## src/rtl/wb_sdram_arbiter_pkg.sv

```systemverilog
// wb_arb_pkg: shared types, default parameter values and helpers for the
// Wishbone SDRAM arbiter slice.
//   arb_state_e     : arbiter FSM states (IDLE, GRANT)
//   DEF_*           : default NUM_MASTERS / AW / DW / TIMEOUT_CYCLES
//   MAX_MASTERS     : widest supported requester count
//   onehot_to_idx() : one-hot (up to MAX_MASTERS bits) to binary index
package wb_arb_pkg;

   typedef enum logic {
      IDLE  = 1'b0,
      GRANT = 1'b1
   } arb_state_e;

   localparam int DEF_NUM_MASTERS    = 4;
   localparam int DEF_AW             = 24;
   localparam int DEF_DW             = 32;
   localparam int DEF_TIMEOUT_CYCLES = 255;
   localparam int MAX_MASTERS        = 8;

   // All-zero input maps to index 0; callers only use the result when a
   // bit is set.
   function automatic logic [2:0] onehot_to_idx(input logic [MAX_MASTERS-1:0] onehot);
      logic [2:0] idx;
      idx = '0;
      for (int unsigned i = 0; i < MAX_MASTERS; i++) begin
         if (onehot[i]) idx = 3'(i);
      end
      return idx;
   endfunction

endpackage

```

## src/rtl/wb_sdram_arbiter_if.sv

```systemverilog
// wb_sdram_arbiter_if: bundle of all requester-side and SDRAM-side Wishbone
// signals around the arbiter.
//   modport slave  : the arbiter's view (takes master requests and slave
//                    responses, drives acks/errors/read data and the slave bus)
//   modport master : the environment's view (masters plus SDRAM agent)
// Packed per-master vectors: master k occupies [k*W +: W].
interface wb_sdram_arbiter_if import wb_arb_pkg::*; #(
   parameter int NUM_MASTERS = DEF_NUM_MASTERS,
   parameter int AW          = DEF_AW,
   parameter int DW          = DEF_DW
);

   logic [NUM_MASTERS-1:0]        m_cyc_i;
   logic [NUM_MASTERS-1:0]        m_stb_i;
   logic [NUM_MASTERS-1:0]        m_we_i;
   logic [NUM_MASTERS*AW-1:0]     m_adr_i;
   logic [NUM_MASTERS*DW-1:0]     m_dat_i;
   logic [NUM_MASTERS*DW/8-1:0]   m_sel_i;
   logic [NUM_MASTERS-1:0]        m_ack_o;
   logic [NUM_MASTERS-1:0]        m_err_o;
   logic [DW-1:0]                 m_dat_o;

   logic                          s_cyc_o;
   logic                          s_stb_o;
   logic                          s_we_o;
   logic [AW-1:0]                 s_adr_o;
   logic [DW-1:0]                 s_dat_o;
   logic [DW/8-1:0]               s_sel_o;
   logic [DW-1:0]                 s_dat_i;
   logic                          s_ack_i;

   logic [NUM_MASTERS-1:0]        grant_o;

   modport slave (
      input  m_cyc_i, m_stb_i, m_we_i, m_adr_i, m_dat_i, m_sel_i,
      input  s_dat_i, s_ack_i,
      output m_ack_o, m_err_o, m_dat_o,
      output s_cyc_o, s_stb_o, s_we_o, s_adr_o, s_dat_o, s_sel_o,
      output grant_o
   );

   modport master (
      output m_cyc_i, m_stb_i, m_we_i, m_adr_i, m_dat_i, m_sel_i,
      output s_dat_i, s_ack_i,
      input  m_ack_o, m_err_o, m_dat_o,
      input  s_cyc_o, s_stb_o, s_we_o, s_adr_o, s_dat_o, s_sel_o,
      input  grant_o
   );

endinterface

```

## src/rtl/wb_sdram_arbiter_rr.sv

```systemverilog
// wb_rr_arbiter: combinational round-robin picker.
//   req        in  NUM_MASTERS      : eligible requests
//   last_grant in  $clog2(NUM_MASTERS) : index of the previous winner
//   gnt        out NUM_MASTERS      : one-hot winner (0 when no request)
// The search begins at last_grant+1 and wraps modulo NUM_MASTERS, so the
// previous winner has the lowest priority.
module wb_rr_arbiter import wb_arb_pkg::*; #(
   parameter int NUM_MASTERS = DEF_NUM_MASTERS
) (
   input  logic [NUM_MASTERS-1:0]         req,
   input  logic [$clog2(NUM_MASTERS)-1:0] last_grant,
   output logic [NUM_MASTERS-1:0]         gnt
);

   localparam int          IW = $clog2(NUM_MASTERS);
   localparam int unsigned N  = NUM_MASTERS;

   logic          found;
   logic [IW-1:0] idx;

   always_comb begin
      gnt   = '0;
      found = 1'b0;
      idx   = '0;
      for (int unsigned i = 1; i <= N; i++) begin
         idx = IW'((32'(last_grant) + i) % N);
         if (!found && req[idx]) begin
            gnt[idx] = 1'b1;
            found    = 1'b1;
         end
      end
   end

endmodule

```

## src/rtl/wb_sdram_arbiter.sv

```systemverilog
// wb_sdram_arbiter: round-robin Wishbone classic arbiter sharing one SDRAM
// slave port between NUM_MASTERS requesters.
//   clk_i : clock
//   rst_i : asynchronous active-high reset
//   bus   : wb_sdram_arbiter_if.slave -- per-master cyc/stb/we/adr/dat/sel
//           in, per-master ack/err out, broadcast read data, muxed slave
//           bus out, slave ack/read data in, one-hot grant_o for debug.
// One master owns the bus for the whole of its cyc assertion; no preemption.
// Optional feature macro WB_ARB_TIMEOUT_EN: watchdog that aborts a cycle the
// slave never acknowledges after TIMEOUT_CYCLES stalled strobe cycles and
// pulses m_err_o for the owner. Without it m_err_o is tied to 0.
module wb_sdram_arbiter import wb_arb_pkg::*; #(
   parameter int NUM_MASTERS    = DEF_NUM_MASTERS,
   parameter int AW             = DEF_AW,
   parameter int DW             = DEF_DW,
   parameter int TIMEOUT_CYCLES = DEF_TIMEOUT_CYCLES
) (
   input  logic              clk_i,
   input  logic              rst_i,
   wb_sdram_arbiter_if.slave bus
);

   localparam int IW = $clog2(NUM_MASTERS);
   localparam int SW = DW / 8;

   if (NUM_MASTERS < 2 || NUM_MASTERS > MAX_MASTERS) begin : g_bad_num_masters
      $error("wb_sdram_arbiter: NUM_MASTERS must be 2..8");
   end
   if (TIMEOUT_CYCLES < 1) begin : g_bad_timeout
      $error("wb_sdram_arbiter: TIMEOUT_CYCLES must be at least 1");
   end

   arb_state_e             state, state_n;
   logic [NUM_MASTERS-1:0] grant, grant_n;
   logic [NUM_MASTERS-1:0] winner;
   logic [NUM_MASTERS-1:0] eligible;
   logic [IW-1:0]          last_grant, last_grant_n;
   logic [IW-1:0]          own_idx;
   logic [MAX_MASTERS-1:0] grant_pad, winner_pad;
   logic                   expire;

   logic [AW-1:0]          adr_arr [NUM_MASTERS];
   logic [DW-1:0]          dat_arr [NUM_MASTERS];
   logic [SW-1:0]          sel_arr [NUM_MASTERS];

   for (genvar k = 0; k < NUM_MASTERS; k++) begin : g_unpack
      assign adr_arr[k] = bus.m_adr_i[k*AW +: AW];
      assign dat_arr[k] = bus.m_dat_i[k*DW +: DW];
      assign sel_arr[k] = bus.m_sel_i[k*SW +: SW];
   end

`ifdef WB_ARB_TIMEOUT_EN
   localparam int CW = $clog2(TIMEOUT_CYCLES + 1);

   logic [CW-1:0]          wd_count;
   logic [NUM_MASTERS-1:0] blocked;

   // Fires on the TIMEOUT_CYCLES-th stalled strobe cycle; the edge closing
   // that cycle is where the count would reach the limit.
   assign expire = (state == GRANT) && bus.s_stb_o && !bus.s_ack_i &&
                   (wd_count == CW'(TIMEOUT_CYCLES - 1));

   always_ff @(posedge clk_i or posedge rst_i) begin
      if (rst_i) begin
         wd_count <= '0;
      end else if (state == IDLE || bus.s_ack_i) begin
         wd_count <= '0;
      end else if (bus.s_stb_o && wd_count != CW'(TIMEOUT_CYCLES)) begin
         wd_count <= wd_count + 1'b1;
      end
   end

   // A timed-out owner stays ineligible until its cyc has been seen low,
   // so a master that never backs off cannot immediately re-grab the bus.
   always_ff @(posedge clk_i or posedge rst_i) begin
      if (rst_i) begin
         blocked <= '0;
      end else begin
         blocked <= (blocked & bus.m_cyc_i) | (expire ? grant : '0);
      end
   end

   assign eligible    = bus.m_cyc_i & ~blocked;
   assign bus.m_err_o = expire ? grant : '0;
`else
   assign expire      = 1'b0;
   assign eligible    = bus.m_cyc_i;
   assign bus.m_err_o = '0;
`endif

   wb_rr_arbiter #(
      .NUM_MASTERS (NUM_MASTERS)
   ) u_rr (
      .req        (eligible),
      .last_grant (last_grant),
      .gnt        (winner)
   );

   always_comb begin
      grant_pad                     = '0;
      grant_pad[NUM_MASTERS-1:0]    = grant;
      winner_pad                    = '0;
      winner_pad[NUM_MASTERS-1:0]   = winner;
   end

   assign own_idx = IW'(onehot_to_idx(grant_pad));

   always_ff @(posedge clk_i or posedge rst_i) begin
      if (rst_i) begin
         state      <= IDLE;
         grant      <= '0;
         last_grant <= IW'(NUM_MASTERS - 1);
      end else begin
         state      <= state_n;
         grant      <= grant_n;
         last_grant <= last_grant_n;
      end
   end

   // Leaving GRANT always passes through one IDLE cycle, which guarantees a
   // gap with s_cyc_o low between consecutive owners.
   always_comb begin
      state_n      = state;
      grant_n      = grant;
      last_grant_n = last_grant;
      unique case (state)
         IDLE: begin
            if (|eligible) begin
               state_n      = GRANT;
               grant_n      = winner;
               last_grant_n = IW'(onehot_to_idx(winner_pad));
            end
         end
         GRANT: begin
            if (!bus.m_cyc_i[own_idx] || expire) begin
               state_n = IDLE;
               grant_n = '0;
            end
         end
         default: begin
            state_n = IDLE;
            grant_n = '0;
         end
      endcase
   end

   always_comb begin
      bus.s_cyc_o = 1'b0;
      bus.s_stb_o = 1'b0;
      bus.s_we_o  = 1'b0;
      bus.s_adr_o = '0;
      bus.s_dat_o = '0;
      bus.s_sel_o = '0;
      if (state == GRANT) begin
         bus.s_cyc_o = bus.m_cyc_i[own_idx];
         bus.s_stb_o = bus.m_stb_i[own_idx];
         bus.s_we_o  = bus.m_we_i[own_idx];
         bus.s_adr_o = adr_arr[own_idx];
         bus.s_dat_o = dat_arr[own_idx];
         bus.s_sel_o = sel_arr[own_idx];
      end
   end

   // grant is all-zero in IDLE, so a stray ack with no owner reaches no one.
   assign bus.m_ack_o = {NUM_MASTERS{bus.s_ack_i}} & grant & bus.m_stb_i;
   assign bus.m_dat_o = bus.s_dat_i;
   assign bus.grant_o = grant;

endmodule

```

## src/flat_wrapper.sv

```systemverilog
// flat-port wrapper written by rule: the top's interface ports become plain ports
module wb_sdram_arbiter_flat import wb_arb_pkg::*;
#(
   parameter int NUM_MASTERS    = DEF_NUM_MASTERS,
   parameter int AW             = DEF_AW,
   parameter int DW             = DEF_DW,
   parameter int TIMEOUT_CYCLES = DEF_TIMEOUT_CYCLES
)
  (clk_i, rst_i, bus_m_cyc_i, bus_m_stb_i, bus_m_we_i, bus_m_adr_i, bus_m_dat_i, bus_m_sel_i, bus_s_dat_i, bus_s_ack_i, bus_m_ack_o, bus_m_err_o, bus_m_dat_o, bus_s_cyc_o, bus_s_stb_o, bus_s_we_o, bus_s_adr_o, bus_s_dat_o, bus_s_sel_o, bus_grant_o);
  wb_sdram_arbiter_if #(.NUM_MASTERS(NUM_MASTERS), .AW(AW), .DW(DW)) bus_i ();
  input  logic clk_i;
  input  logic rst_i;
  input wire logic [$bits(bus_i.m_cyc_i)-1:0] bus_m_cyc_i;
  input wire logic [$bits(bus_i.m_stb_i)-1:0] bus_m_stb_i;
  input wire logic [$bits(bus_i.m_we_i)-1:0] bus_m_we_i;
  input wire logic [$bits(bus_i.m_adr_i)-1:0] bus_m_adr_i;
  input wire logic [$bits(bus_i.m_dat_i)-1:0] bus_m_dat_i;
  input wire logic [$bits(bus_i.m_sel_i)-1:0] bus_m_sel_i;
  input wire logic [$bits(bus_i.s_dat_i)-1:0] bus_s_dat_i;
  input wire logic [$bits(bus_i.s_ack_i)-1:0] bus_s_ack_i;
  output wire logic [$bits(bus_i.m_ack_o)-1:0] bus_m_ack_o;
  output wire logic [$bits(bus_i.m_err_o)-1:0] bus_m_err_o;
  output wire logic [$bits(bus_i.m_dat_o)-1:0] bus_m_dat_o;
  output wire logic [$bits(bus_i.s_cyc_o)-1:0] bus_s_cyc_o;
  output wire logic [$bits(bus_i.s_stb_o)-1:0] bus_s_stb_o;
  output wire logic [$bits(bus_i.s_we_o)-1:0] bus_s_we_o;
  output wire logic [$bits(bus_i.s_adr_o)-1:0] bus_s_adr_o;
  output wire logic [$bits(bus_i.s_dat_o)-1:0] bus_s_dat_o;
  output wire logic [$bits(bus_i.s_sel_o)-1:0] bus_s_sel_o;
  output wire logic [$bits(bus_i.grant_o)-1:0] bus_grant_o;
  assign bus_i.m_cyc_i = bus_m_cyc_i;
  assign bus_i.m_stb_i = bus_m_stb_i;
  assign bus_i.m_we_i = bus_m_we_i;
  assign bus_i.m_adr_i = bus_m_adr_i;
  assign bus_i.m_dat_i = bus_m_dat_i;
  assign bus_i.m_sel_i = bus_m_sel_i;
  assign bus_i.s_dat_i = bus_s_dat_i;
  assign bus_i.s_ack_i = bus_s_ack_i;
  assign bus_m_ack_o = bus_i.m_ack_o;
  assign bus_m_err_o = bus_i.m_err_o;
  assign bus_m_dat_o = bus_i.m_dat_o;
  assign bus_s_cyc_o = bus_i.s_cyc_o;
  assign bus_s_stb_o = bus_i.s_stb_o;
  assign bus_s_we_o = bus_i.s_we_o;
  assign bus_s_adr_o = bus_i.s_adr_o;
  assign bus_s_dat_o = bus_i.s_dat_o;
  assign bus_s_sel_o = bus_i.s_sel_o;
  assign bus_grant_o = bus_i.grant_o;
  wb_sdram_arbiter #(.NUM_MASTERS(NUM_MASTERS), .AW(AW), .DW(DW), .TIMEOUT_CYCLES(TIMEOUT_CYCLES)) u_core (.clk_i(clk_i), .rst_i(rst_i), .bus(bus_i));
endmodule
```

## config.mk

```make
export PLATFORM = sky130hd
export DESIGN_NAME = wb_sdram_arbiter_flat
export DESIGN_NICKNAME = d
export VERILOG_FILES = /design/src/rtl/wb_sdram_arbiter_pkg.sv /design/src/rtl/wb_sdram_arbiter_if.sv /design/src/rtl/wb_sdram_arbiter_rr.sv /design/src/rtl/wb_sdram_arbiter.sv /design/src/flat_wrapper.sv
export SDC_FILE = /design/constraint.sdc
export NUM_CORES = 1
export LEC_CHECK = 0
export CORE_AREA = 2 2 151 153
export CTS_BUF_LIST = sky130_fd_sc_hd__clkbuf_16
export DETAILED_ROUTE_END_ITERATION = 6
export DIE_AREA = 0 0 153 155
export HOLD_SLACK_MARGIN = 0.03
export PLACE_DENSITY = 0.62
export SYNTH_ARGS = -nofsm -noshare
export SYNTH_HDL_FRONTEND = slang
export SYNTH_HIERARCHICAL = 1
export SYNTH_SLANG_ARGS = --single-unit
export TNS_END_PERCENT = 5
```

## constraint.sdc

```tcl
create_clock -name clk_i -period 2.4 [get_ports clk_i]
set_input_delay 0.36 -clock clk_i [delete_from_list [all_inputs] [get_ports clk_i]]
set_output_delay 0.36 -clock clk_i [all_outputs]
set_load 0.05 [all_outputs]
```

=== Word level (Yosys, flattened, before mapping) ===
Index checks and enable logic that the tools add are counted.

* Output and inout port bits: 107
* Input port bits: 287
* Flip-flop bits (word level): 7
* Logic and storage cells: 95

* Equal/unequal tests: 2
* Reductions and logical operators: 13
* Bitwise operators: 7
* Magnitude comparators: 10
* Add/subtract/negate cells: 4
* Multiplexer cells: 56

{| class="wikitable"
|+ Operators with widths
! operator !! number
|-
| $mux W32 || 3
|-
| $mux W24 || 3
|-
| $bmux W32 S2 || 1
|-
| $bmux W24 S2 || 1
|-
| $mux W4 || 9
|-
| $mux W1 || 21
|-
| $lt A2 B3 Y1 const B || 5
|-
| $bmux W1 S2 || 7
|-
| $or A4 B4 Y4 || 3
|-
| $and A4 B4 Y4 || 2
|-
| $bmux W4 S2 || 1
|-
| $demux W1 S2 || 4
|-
| $ge A2 B1 Y1 const B || 4
|-
| $mux W2 || 4
|-
| $pmux W4 S2 || 1
|-
| $logic_and A1 B1 Y1 || 7
|-
| $add A2 B1 Y2 const B || 2
|-
| $add A2 B2 Y2 const B || 2
|-
| $reduce_and A2 Y1 || 2
|-
| $reduce_or A4 Y1 || 1
|-
| $ge A3 B3 Y1 const B || 1
|-
| $logic_not A1 Y1 || 3
|-
| $not A2 Y3 || 1
|-
| $ne A2 B1 Y1 const B || 1
|-
| other kinds (3) || 3
|}

=== Depth between registers and ports, before layout ===
* Depth in word-level cells: 16
* Depth in mapped cells: 10
* Depth with buffers taken out: 9

=== Modules after synthesis ===
The synthesis kept the hierarchy.

{| class="wikitable"
|+ Modules (own cells, without submodules)
! module !! instances !! area an instance (sq um) !! cells an instance !! seq. area each (sq um)
|-
| wb_sdram_arbiter || 1 || 2713.9 || 355 || 177.7
|-
| wb_rr_arbiter || 1 || 357.8 || 38 || 0.0
|}

=== Worst setup path after synthesis ===
Ideal clock, no wire load.

* Path kind: register to register
* Start: register u_core.last_grant[0]
* End: register u_core.last_grant[1]
* Clock period less this slack: 2581 ps
* Slack: -181 ps
* Stages on the path, launching flop included: 8
* Buffers on the path: 0
* Arrival time: 2504 ps
* Required time: 2323 ps
* Setup time: 77 ps
* Path through: dfstp_2 -> inv_1 -> ha_1 -> mux4_1 -> nand2_1 -> o211ai_1 -> or4_1 -> o21a_1

* Word-level cells in the longest chain between the ends: 15
* Elaborated cells on any way between the ends: 50
* Classes of those cells: add/sub: 4; order compare: 8; mux: 25; bitwise: 3; reduce/logical: 10

{| class="wikitable"
|+ Ends and longest elaborated chain
! what !! RTL line !! RTL
|-
| start: declaration || wb_sdram_arbiter.sv:37 || <nowiki>logic [IW-1:0] last_grant, last_grant_n;</nowiki>
|-
| start signal: assignment || wb_sdram_arbiter.sv:112 || <nowiki>last_grant <= IW'(NUM_MASTERS - 1);</nowiki>
|-
| start signal: assignment || wb_sdram_arbiter.sv:116 || <nowiki>last_grant <= last_grant_n;</nowiki>
|-
| parallel branches: the longest is 12 deep, another holds $lt A2 B3 Y1 || -- ||
|-
| $mux W4 (*) || wb_sdram_arbiter_rr.sv:27 || <nowiki>if (!found && req[idx]) begin</nowiki>
|-
| named net u_core.winner[2] || wb_sdram_arbiter.sv:35 || <nowiki>logic [NUM_MASTERS-1:0] winner;</nowiki>
|-
| $mux W2 (*) (2 in a row) || wb_sdram_arbiter_pkg.sv:26 || <nowiki>if (onehot[i]) idx = 3'(i);</nowiki>
|}

Mark *: on every way through the listed nets, which the timed path passes. The select of a mux whose other input is x is not followed.
A chain may end at the register's enable or synchronous reset.

=== Worst setup path after layout ===
* Start: register u_core.last_grant[0]
* End: register u_core.last_grant[0]

* Word-level cells in the longest chain between the ends: 16
* Elaborated cells on any way between the ends: 51
* Classes of those cells: add/sub: 4; order compare: 8; mux: 26; bitwise: 3; reduce/logical: 10

{| class="wikitable"
|+ Ends and longest elaborated chain
! what !! RTL line
|-
| parallel branches: the longest is 12 deep, another holds $lt A2 B3 Y1 || --
|-
| $mux W4 (*) || wb_sdram_arbiter_rr.sv:27
|-
| named net u_core.winner[1] || wb_sdram_arbiter.sv:35
|-
| $mux W1 (*) || wb_sdram_arbiter_pkg.sv:26
|-
| $mux W2 (*) (2 in a row) || wb_sdram_arbiter_pkg.sv:26
|}

Marks and branches as above.

==> flow_metrics.tcl <==
set metrics [dict create \
    status "finished, violations left" \
    violations "negative setup slack" \
    die_area_um2 23700 \
    fin_nets 983 \
    power-per-cell-area_nw_per_um2 1130 \
    io_pins 394 \
    p_leak_nw 2.54 \
    die_height_um 155 \
    postSynth.asyncResetShare 1.00 \
    post-place-ws_ns -0.195 \
    dp_hpwl_um 13100 \
    root_buffer "clkbuf_16" \
    crit_family "flip-flops" \
    fin_cells 972 \
    peakVddDrop_mv 0.608 \
    fin_ws_ns -0.0319 \
    layout_min_cycle_time_ns 2.43 \
    io_buffers 325 \
    die_x_um 153 \
    grt_max_degree 41 \
    clock.fmax_mhz 411 \
    grt_pass1_wl_um 23400 \
    finalHoldViolCount 0 \
    arrival_ns 2.57 \
    vias 3933 \
    track_usage 0.123 \
    start_util 0.138 \
    n_antenna_cell 0 \
    yosysWarnings 6 \
    critical_path.max_stage_delay_ns 0.55 \
    place_congestion 0.761 \
    final_area_um2 6940 \
    core-area_um2 22200 \
    synth_cells 393 \
    rsz0062_at_grt "true" \
    synth_cell_type_count 35 \
    path_cells "inv_2 > ha_4 > mux4_2 > nor4b_4 > nand2_1 > o211ai_1 > a21oi_1 > o31ai_1" \
    dr.pass1.iters 4 \
    place_inst 968 \
    met2_usage 0.224 \
    setup_viol 4 \
    crit_path_start "u_core/last_grant[0]" \
    drc 0 \
    place_area_um2 6860 \
    tightestPinTransition_ns 0.501 \
    hp-class "input pin to async pin" \
    syn_avg_cell_area_um2 7.82 \
    slew_violations 0 \
    grt_pass1_vias 4061 \
    use_met1 0.157 \
    antenna_left 0 \
    cts_buffers 3 \
    synth_edf_count 0 \
    period_share 1.01 \
    nFillCells 2314 \
    required_ns 2.54 \
    drtIter0Drc 171 \
    top_usage_layer "met2" \
    postCtsSetupBuffers 0 \
    reg2reg_to "u_core/last_grant[0]" \
    cts_tree "built" \
    ys_ff_latch 7 \
    slowest_stage "dfstp_2" \
    worstSetupStartpointType "flop" \
    clock_skew_ns 0.00151 \
    cp_max_fo 4 \
    netlist_area_um2 3070 \
    clk_path_buf_depth 2 \
    drv_cap 0 \
    post_drt_wl_per_cell_um 16.2 \
    wl_um 15700 \
    slew_headroom 0.665 \
    crit_buf_inv 1 \
    gr-usage-met3 0.0240 \
    clk_latency_ns 0.23 \
    cp-end-kind "flop" \
    rrSetupSlack_ns -0.03 \
    tns_ns -0.0760 \
    htreeDepth 1 \
    crit_type "flop to flop" \
    totalPowerFinal_mw 7.84 \
    seq_area_frac_synth 0.0578 \
    yosys_most_used_dff "dfrtp_1" \
    rr_startpoint "u_core/last_grant[0]" \
    cts_sinks 7 \
    layout-drive-gt1-share 0.183 \
    syn_to_final_growth_pct 126 \
    avgViaCountPerCell 4.05 \
    row_count 55 \
    antenna_found_initial 0 \
    grt_overflow 0 \
    clk_pin_slew_ns 0.04 \
    r2r_cells 8 \
    hold_buffers 0 \
    ctsResizeCount 0 \
]
power by group:
| group | internal, mW | switching (mW) |
|---|---|---|
| registers | 0.188 | 0.0941 |
| logic | 3.12 | 4.15 |
| clock network | 0.217 | 0.0617 |
stage by stage:
| stage | hold slack (ns) | util |
|---|---|---|
| final | 0.379 | 0.312 |
| after global placement | 0.604 | 0.309 |
| after detailed placement | 0.603 | 0.309 |
| after global routing | 0.415 | 0.312 |
| after floorplan | 0.162 | - |
| after CTS | 0.385 | 0.312 |
metal layers:
| metal | vias up | part of all wire |
|---|---|---|
| met5 | - | 0 |
| li1 | 1944 | - |
| met2 | 200 | 0.49 |
| met4 | 0 | 0.0039 |
| met1 | 1781 | 0.44 |
| met3 | 8 | 0.066 |
worst max-delay path by stage:
| stage | to | slack [ns] | cells past startpoint |
|---|---|---|---|
| after floorplan | u_core/last_grant[1] | -0.01 | 7 |
| after CTS | u_core/last_grant[0] | -0.004 | 8 |
| after detailed placement | u_core/last_grant[1] | -0.20 | 7 |
| after global routing | u_core/bus.grant_o[1] | -0.14 | 9 |
| after global placement | u_core/last_grant[1] | -0.16 | 7 |
| final | u_core/last_grant[0] | -0.03 | 8 |
layout make-up:
cell class                 instances  area, um2  share of cell area
clock inverter                     1       3.75            0.000541
clock buffer                       3       75.1              0.0108
sequential                         7        185              0.0267
inverter                           8       30.0             0.00433
multi-input combinational        316       2470               0.356
tap                              285        357              0.0514
timing repair buffer             352       3820               0.551
state kept, by name, summed over array words and instances, names as in the netlist:
name and count:
u_core/bus.grant_o 4, u_core/last_grant 2, u_core/state 1
cell families (layout without fill, tap and decap cells):
| kind of cell | Yosys count | after routing | share of synthesized area |
|---|---|---|---|
| AO/OA/AOI/OAI | 80 | 80 | 0.143 |
| adder cells (fa/ha/maj) | 8 | 8 | 0.0326 |
| AND/OR/NAND/NOR | 90 | 90 | 0.137 |
| other | 1 | 4 | 0.00122 |
| multiplexers | 134 | 134 | 0.481 |
| flip-flops | 7 | 7 | 0.0578 |
| buffers and inverters | 73 | 364 | 0.147 |
cell usage after synthesis (2+ instances only):
master     n  share of area
nor2b_1    3         0.0061
a21oi_1    6         0.0098
mux4_1     2          0.017
o21ai_1   63           0.10
inv_1      8         0.0098
ha_1       8          0.033
nor2_1     3         0.0037
mux2_2    12          0.044
dfstp_2    2          0.017
mux2_1    52           0.19
o211ai_1   4         0.0098
buf_2     13          0.021
mux4_2     2          0.015
mux2i_1   66           0.22
buf_4     41           0.10
and3_1     4         0.0081
clkbuf_1  10          0.012
nand2_1   70          0.086
dfrtp_1    5          0.041
nor3b_1    4         0.0098
worst reg2reg max path, stage by stage (launching register included):
cell      delay (ns)
dfstp_2         0.55
inv_2           0.07
ha_4            0.28
mux4_2          0.55
nor4b_4         0.35
nand2_1         0.10
o211ai_1        0.14
a21oi_1         0.10
o31ai_1         0.21
cell usage in the layout (no fill, tap or decap), types with 2 or more instances in the layout:
master and instances:
ha_1 7, nand2_1 69, dfrtp_1 3, buf_12 43, nor3b_1 4, clkdlybuf4s50_1 257
mux2i_1 66, and3_1 4, buf_4 52, o211ai_1 4, nor2_1 3, clkbuf_16 3
mux4_2 3, dfstp_2 2, a21oi_1 6, mux2_2 12, inv_1 8, nor2b_1 3
dfrtp_4 2, o21ai_1 63, mux2_1 52, conb_1 4
(Power assumes the default switching activity.)
